--- src/rtl/mxv_if.sv ---
// UART-facing word stream for the matrix-vector engine: received words come in,
// result words go out, and every transfer is a strobe rather than a valid/ready pair.
interface mxv_if #(
  parameter int DATA_W = 16
);
  logic [DATA_W-1:0] rx_data;
  logic              rx_valid;
  logic              tx_busy;
  logic              tx_done;
  logic [DATA_W-1:0] tx_data;
  logic              tx_start;

  // UART side: drives received words and transmitter status
  modport master (
    output rx_data, rx_valid, tx_busy, tx_done,
    input  tx_data, tx_start
  );

  // Engine side
  modport slave (
    input  rx_data, rx_valid, tx_busy, tx_done,
    output tx_data, tx_start
  );
endinterface

--- src/rtl/mxv_engine.sv ---
// Matrix-vector multiply between UART rx and tx: loads N, M (row-major) and v,
// then streams y = M*v one MAC per cycle, one result word per transmission.
module mxv_engine #(
  parameter int DATA_W = 16,
  parameter int MAX_N  = 8
) (
  input  logic       clk,
  input  logic       rst,
  mxv_if.slave       bus,
  output logic       busy,
  output logic       done,
  output logic       err_size,
  output logic       err_overrun,
  output logic [2:0] state_dbg
);
  localparam int NW    = $clog2(MAX_N + 1);
  localparam int IW    = (MAX_N > 1) ? $clog2(MAX_N) : 1;
  localparam int ACC_W = 2 * DATA_W + $clog2(MAX_N);
  localparam logic [DATA_W-1:0] MAX_N_W = DATA_W'(MAX_N);

  typedef enum logic [2:0] {
    IDLE    = 3'd0,
    LOAD_M  = 3'd1,
    LOAD_V  = 3'd2,
    MAC     = 3'd3,
    SEND    = 3'd4,
    WAIT_TX = 3'd5
  } state_t;

  state_t             state;
  logic [NW-1:0]      n, r, k;
  logic [NW-1:0]      n_last;
  logic [ACC_W-1:0]   acc, prod, acc_next;
  logic [DATA_W-1:0]  m_mem [MAX_N][MAX_N];
  logic [DATA_W-1:0]  v_mem [MAX_N];

  assign n_last    = n - NW'(1);
  assign prod      = ACC_W'(m_mem[r[IW-1:0]][k[IW-1:0]]) * ACC_W'(v_mem[k[IW-1:0]]);
  assign acc_next  = acc + prod;
  assign state_dbg = state;

  // Storage is not reset: every entry is rewritten by the load phases before use.
  always_ff @(posedge clk) begin
    if (state == LOAD_M && bus.rx_valid) m_mem[r[IW-1:0]][k[IW-1:0]] <= bus.rx_data;
    if (state == LOAD_V && bus.rx_valid) v_mem[k[IW-1:0]] <= bus.rx_data;
  end

  // Handshake: rx_valid is a one-cycle strobe with no backpressure, so a word
  // arriving outside the load states is dropped and flagged. tx_start is a
  // one-cycle request issued only while tx_busy is low; tx_done closes it.
  always_ff @(posedge clk or negedge rst) begin
    if (!rst) begin
      state       <= IDLE;
      n           <= '0;
      r           <= '0;
      k           <= '0;
      acc         <= '0;
      bus.tx_data <= '0;
      bus.tx_start <= 1'b0;
      busy        <= 1'b0;
      done        <= 1'b0;
      err_size    <= 1'b0;
      err_overrun <= 1'b0;
    end else begin
      bus.tx_start <= 1'b0;
      done         <= 1'b0;
      err_size     <= 1'b0;
      err_overrun  <= 1'b0;
      if ((state == MAC || state == SEND || state == WAIT_TX) && bus.rx_valid)
        err_overrun <= 1'b1;
      unique case (state)
        IDLE: begin
          if (bus.rx_valid) begin
            if (bus.rx_data != '0 && bus.rx_data <= MAX_N_W) begin
              n     <= bus.rx_data[NW-1:0];
              r     <= '0;
              k     <= '0;
              busy  <= 1'b1;
              state <= LOAD_M;
            end else begin
              err_size <= 1'b1;
            end
          end
        end
        LOAD_M: begin
          if (bus.rx_valid) begin
            if (k == n_last) begin
              k <= '0;
              if (r == n_last) begin
                r     <= '0;
                state <= LOAD_V;
              end else begin
                r <= r + NW'(1);
              end
            end else begin
              k <= k + NW'(1);
            end
          end
        end
        LOAD_V: begin
          if (bus.rx_valid) begin
            if (k == n_last) begin
              k     <= '0;
              acc   <= '0;
              state <= MAC;
            end else begin
              k <= k + NW'(1);
            end
          end
        end
        MAC: begin
          acc <= acc_next;
          k   <= k + NW'(1);
          if (k == n_last) begin
            // Look ahead at tx_busy so an idle transmitter is requested on SEND entry.
            bus.tx_data  <= acc_next[DATA_W-1:0];
            bus.tx_start <= !bus.tx_busy;
            state        <= SEND;
          end
        end
        SEND: begin
          if (bus.tx_start) begin
            state <= WAIT_TX;
          end else if (!bus.tx_busy) begin
            bus.tx_start <= 1'b1;
            state        <= WAIT_TX;
          end
        end
        WAIT_TX: begin
          if (bus.tx_done) begin
            if (r == n_last) begin
              done  <= 1'b1;
              busy  <= 1'b0;
              state <= IDLE;
            end else begin
              r     <= r + NW'(1);
              k     <= '0;
              acc   <= '0;
              state <= MAC;
            end
          end
        end
        default: state <= IDLE;
      endcase
    end
  end
endmodule

--- src/flat_wrapper.sv ---
// flat-port wrapper written by rule: the top's interface ports become plain ports
module mxv_engine_flat 
#(
  parameter int DATA_W = 16,
  parameter int MAX_N  = 8
)
  (clk, rst, busy, done, err_size, err_overrun, state_dbg, bus_rx_data, bus_rx_valid, bus_tx_busy, bus_tx_done, bus_tx_data, bus_tx_start);
  mxv_if #(.DATA_W(DATA_W)) bus_i ();
  input  logic clk;
  input  logic rst;
  output logic busy;
  output logic done;
  output logic err_size;
  output logic err_overrun;
  output logic [2:0] state_dbg;
  input wire logic [$bits(bus_i.rx_data)-1:0] bus_rx_data;
  input wire logic [$bits(bus_i.rx_valid)-1:0] bus_rx_valid;
  input wire logic [$bits(bus_i.tx_busy)-1:0] bus_tx_busy;
  input wire logic [$bits(bus_i.tx_done)-1:0] bus_tx_done;
  output wire logic [$bits(bus_i.tx_data)-1:0] bus_tx_data;
  output wire logic [$bits(bus_i.tx_start)-1:0] bus_tx_start;
  assign bus_i.rx_data = bus_rx_data;
  assign bus_i.rx_valid = bus_rx_valid;
  assign bus_i.tx_busy = bus_tx_busy;
  assign bus_i.tx_done = bus_tx_done;
  assign bus_tx_data = bus_i.tx_data;
  assign bus_tx_start = bus_i.tx_start;
  mxv_engine #(.DATA_W(DATA_W), .MAX_N(MAX_N)) u_core (.clk(clk), .rst(rst), .bus(bus_i), .busy(busy), .done(done), .err_size(err_size), .err_overrun(err_overrun), .state_dbg(state_dbg));
endmodule
--- config.mk ---
export PLATFORM = sky130hd
export DESIGN_NAME = mxv_engine_flat
export DESIGN_NICKNAME = d
export VERILOG_FILES = /design/src/rtl/mxv_if.sv /design/src/rtl/mxv_engine.sv /design/src/flat_wrapper.sv
export SDC_FILE = /design/constraint.sdc
export NUM_CORES = 1
export LEC_CHECK = 0
export ABC_AREA = 1
export CAP_MARGIN = 0
export CORE_ASPECT_RATIO = 0.7
export CORE_MARGIN = 5
export CORE_UTILIZATION = 38
export CTS_CLUSTER_SIZE = 8
export DETAILED_ROUTE_END_ITERATION = 8
export PLACE_DENSITY = 0.62
export SYNTH_ARGS = -nofsm -noshare
export SYNTH_HDL_FRONTEND = slang
export SYNTH_SLANG_ARGS = --single-unit
--- constraint.sdc ---
create_clock -name clk -period 11.8 [get_ports clk]
set_input_delay 1.18 -clock clk [delete_from_list [all_inputs] [get_ports clk]]
set_output_delay 1.18 -clock clk [all_outputs]
set_load 0.01 [all_outputs]
==> flow_summary.json <==
{
  "synth_ff_type": "edfxtp_1",
  "synthDistinctLibCells": 50,
  "setup.worst_path.class": "reg -> reg",
  "critPathLaunchType": "register",
  "syn-num-nets": 5238,
  "grtUsageTotal_pct": 20.6,
  "grt_pass1_vias": 35121,
  "grt_max_degree": 160,
  "yosysSeqAreaShare_pct": 66.6,
  "core-area_um2": 141000,
  "dr.pass1.iters": 6,
  "nets": 5369,
  "drv_slew": 0,
  "cts_sinks": 1204,
  "crit_end": "u_core.bus.tx_data[15]",
  "grt_pass1_wl_um": 231000,
  "rsz0062_at_grt": "false",
  "crit_family": "adder cells",
  "maxSlewHeadroom_pct": 19.1,
  "wl_per_cell_um": 21.9,
  "crit_top_cell": "nand2_1",
  "layout-drive-gt1-share_pct": 7.49,
  "vias": 36955,
  "h-tree-depth": 4,
  "critPathMaxFanout": 25,
  "start_util_pct": 38.3,
  "routabilityCongestion": 0.922,
  "syn_area_um2": 53900,
  "setup_viol": 0,
  "dpl.hpwl_um": 94400,
  "fp.dieArea_um2": 149000,
  "min_path_type": "reg -> reg",
  "cp.required_ns": 12.47,
  "timing.final.crit_period_ns": 8.92,
  "die-height_um": 325,
  "setup_ws_ns": 2.88,
  "gr-total-overflow": 0,
  "async_flop_share_pct": 4.32,
  "antenna_cells": 0,
  "post_cts_resized": 0,
  "syn_avg_cell_area_um2": 10.6,
  "r2r_slack_ns": 2.88,
  "antenna_found_initial": 2,
  "num_io_pins": 45,
  "clk_latency_ns": 0.78,
  "hold_viol_final": 0,
  "final_cell_mix": "2267 x nand2_1, 1152 x edfxtp_1, 373 x inv_1, 266 x nor2_1, 172 x clkbuf_16",
  "drt_iter0_drc": 4645,
  "yosysWarnings": 0,
  "path_buf_inv": 6,
  "viasPerCell": 5.20,
  "post-cts-setup-buffer-count": 0,
  "clock.fmax_ghz": 0.112,
  "clockRootBuffer": "clkbuf_16",
  "cap_violations": 0,
  "stdcell_count": 7105,
  "cts_made_buffers": 168,
  "final_common_cell": "nand2_1",
  "utilization_pct": 43.5,
  "synthesis.instances": 5068,
  "ant_nets": 0,
  "cts_tree": "yes",
  "place_inst": 6901,
  "tightest_slew_ns": 1.21,
  "final.setup.tns_ns": 0,
  "die_width_um": 460,
  "reg2reg_from": "u_core.r[2]",
  "rr_endpoint": "u_core.bus.tx_data[15]",
  "setup.worst_path.end_class": "register",
  "cp-startpoint": "u_core.r[2]",
  "arrival_ns": 9.58,
  "area_growth_pct": 13.5,
  "drc_errors": 0,
  "fin_crit_sh_pct": 75.6,
  "synth_edf_count": 1152,
  "fin_skew_ns": 0.0331,
  "reg2regPathDepth": 36,
  "cp_slowest_stage_delay_ns": 0.76,
  "cts_hold_buf": 0,
  "clock_path_buffers": 3,
  "wl_um": 156000,
  "port_buffers": 44,
  "row_count": 115,
  "cts.clk_slew.worst_paths_ns": 0.05,
  "worst-path-stages": 36,
  "status": "complete, no violations",
  "dp_slack_ns": 3.10,
  "slowest_stage": "dfrtp_4",
  "synth-seq-cells": 1204
}
metal layers:
metal	share of wire, %	global-route usage [%]	wire length (um)	vias to the layer above
met5	0	0	0	-
met4	2.1	5.30	3330	0
met3	12	5.59	18600	230
met2	40	27.7	62300	1901
met1	46	32.4	71700	17978
li1	-	-	-	16846
layout make-up:
cell class / count / area [um^2]
Tap cell: 1872 / 2340
Clock buffer: 192 / 4380
Inverter: 381 / 1440
Clock inverter: 12 / 193
Fill cell: 13046 / 79600
Sequential cell: 1204 / 35900
Timing Repair Buffer: 176 / 1410
Multi-Input combinational cell: 3268 / 15500
Yosys cell counts (5+ instances only):
cell type  number  share of area (%)
nor3_1         11               0.10
nand4_1        28               0.33
nor2_2          7              0.081
nand3_1       116                1.1
o22ai_1        42               0.49
a21oi_1       142                1.3
o211ai_1        6              0.084
o21ai_0        81               0.75
ha_1           55                1.3
xnor2_1         7               0.11
buf_1          21               0.15
buf_4          25               0.35
a22oi_1        22               0.31
edfxtp_1     1152                 64
buf_2         109                1.0
o21ai_1        30               0.28
clkbuf_1       50               0.35
inv_1         373                2.6
buf_6          10               0.21
nand3b_1        5              0.070
dfrtp_1        52                2.4
nor2_1        273                1.9
o22a_1          5              0.081
nand2_1      2267                 16
fa_1           94                3.5
or2_2          24               0.28
xor2_1         17               0.28
inv_2           5              0.035
registers in the layout, summed over array words and instances, names as in the netlist:
name	cells
u_core.err_overrun	1
u_core.n	4
u_core.state_dbg	3
u_core.m_mem	1024
u_core.bus.tx_data	16
u_core.r	4
u_core.err_size	1
u_core.busy	1
u_core.acc	16
u_core.k	4
u_core.bus.tx_start	1
u_core.done	1
u_core.v_mem	128
how the worst min path moves through the flow:
stage	from	endpoint	slack, ns	depth (start not counted)
6_report	u_core.bus.tx_data[10]	u_core.bus.tx_data[10]	0.49	2
3_3_place_gp	u_core.bus.tx_data[12]	u_core.bus.tx_data[12]	0.47	2
2_1_floorplan	u_core.acc[0]	u_core.acc[0]	0.46	2
4_1_cts	u_core.bus.tx_data[11]	u_core.bus.tx_data[11]	0.49	2
5_1_grt	u_core.bus.tx_data[15]	u_core.bus.tx_data[15]	0.51	2
3_5_place_dp	u_core.bus.tx_data[2]	u_core.bus.tx_data[2]	0.47	2
logic make-up (layout without fill, tap and decap cells):
kind of cell / after synthesis / in the layout / synth area share (%)
xor+xnor: 24 / 24 / 0.390
buf+inv: 596 / 761 / 4.72
flops: 1204 / 1204 / 66.6
mux: 1 / 1 / 0.0209
simple gates: 2755 / 2755 / 20.0
fa+ha+maj: 149 / 149 / 4.77
compound gates: 339 / 339 / 3.48
through the flow:
step	area [um^2]	hold WS (ns)
floorplan	53900	0.459
global route	61100	0.512
finish	61100	0.487
CTS	61100	0.488
detailed placement	56600	0.473
global placement	56600	0.469
tightest hold or removal path, cell delays in order (launching register included):
cell and delay [ns]:
dfrtp_1 0.34, nand2_1 0.05, o21ai_0 0.06
Power is not shown: default switching activity piles up to over one toggle a cycle in this logic, so the estimate is an artifact.
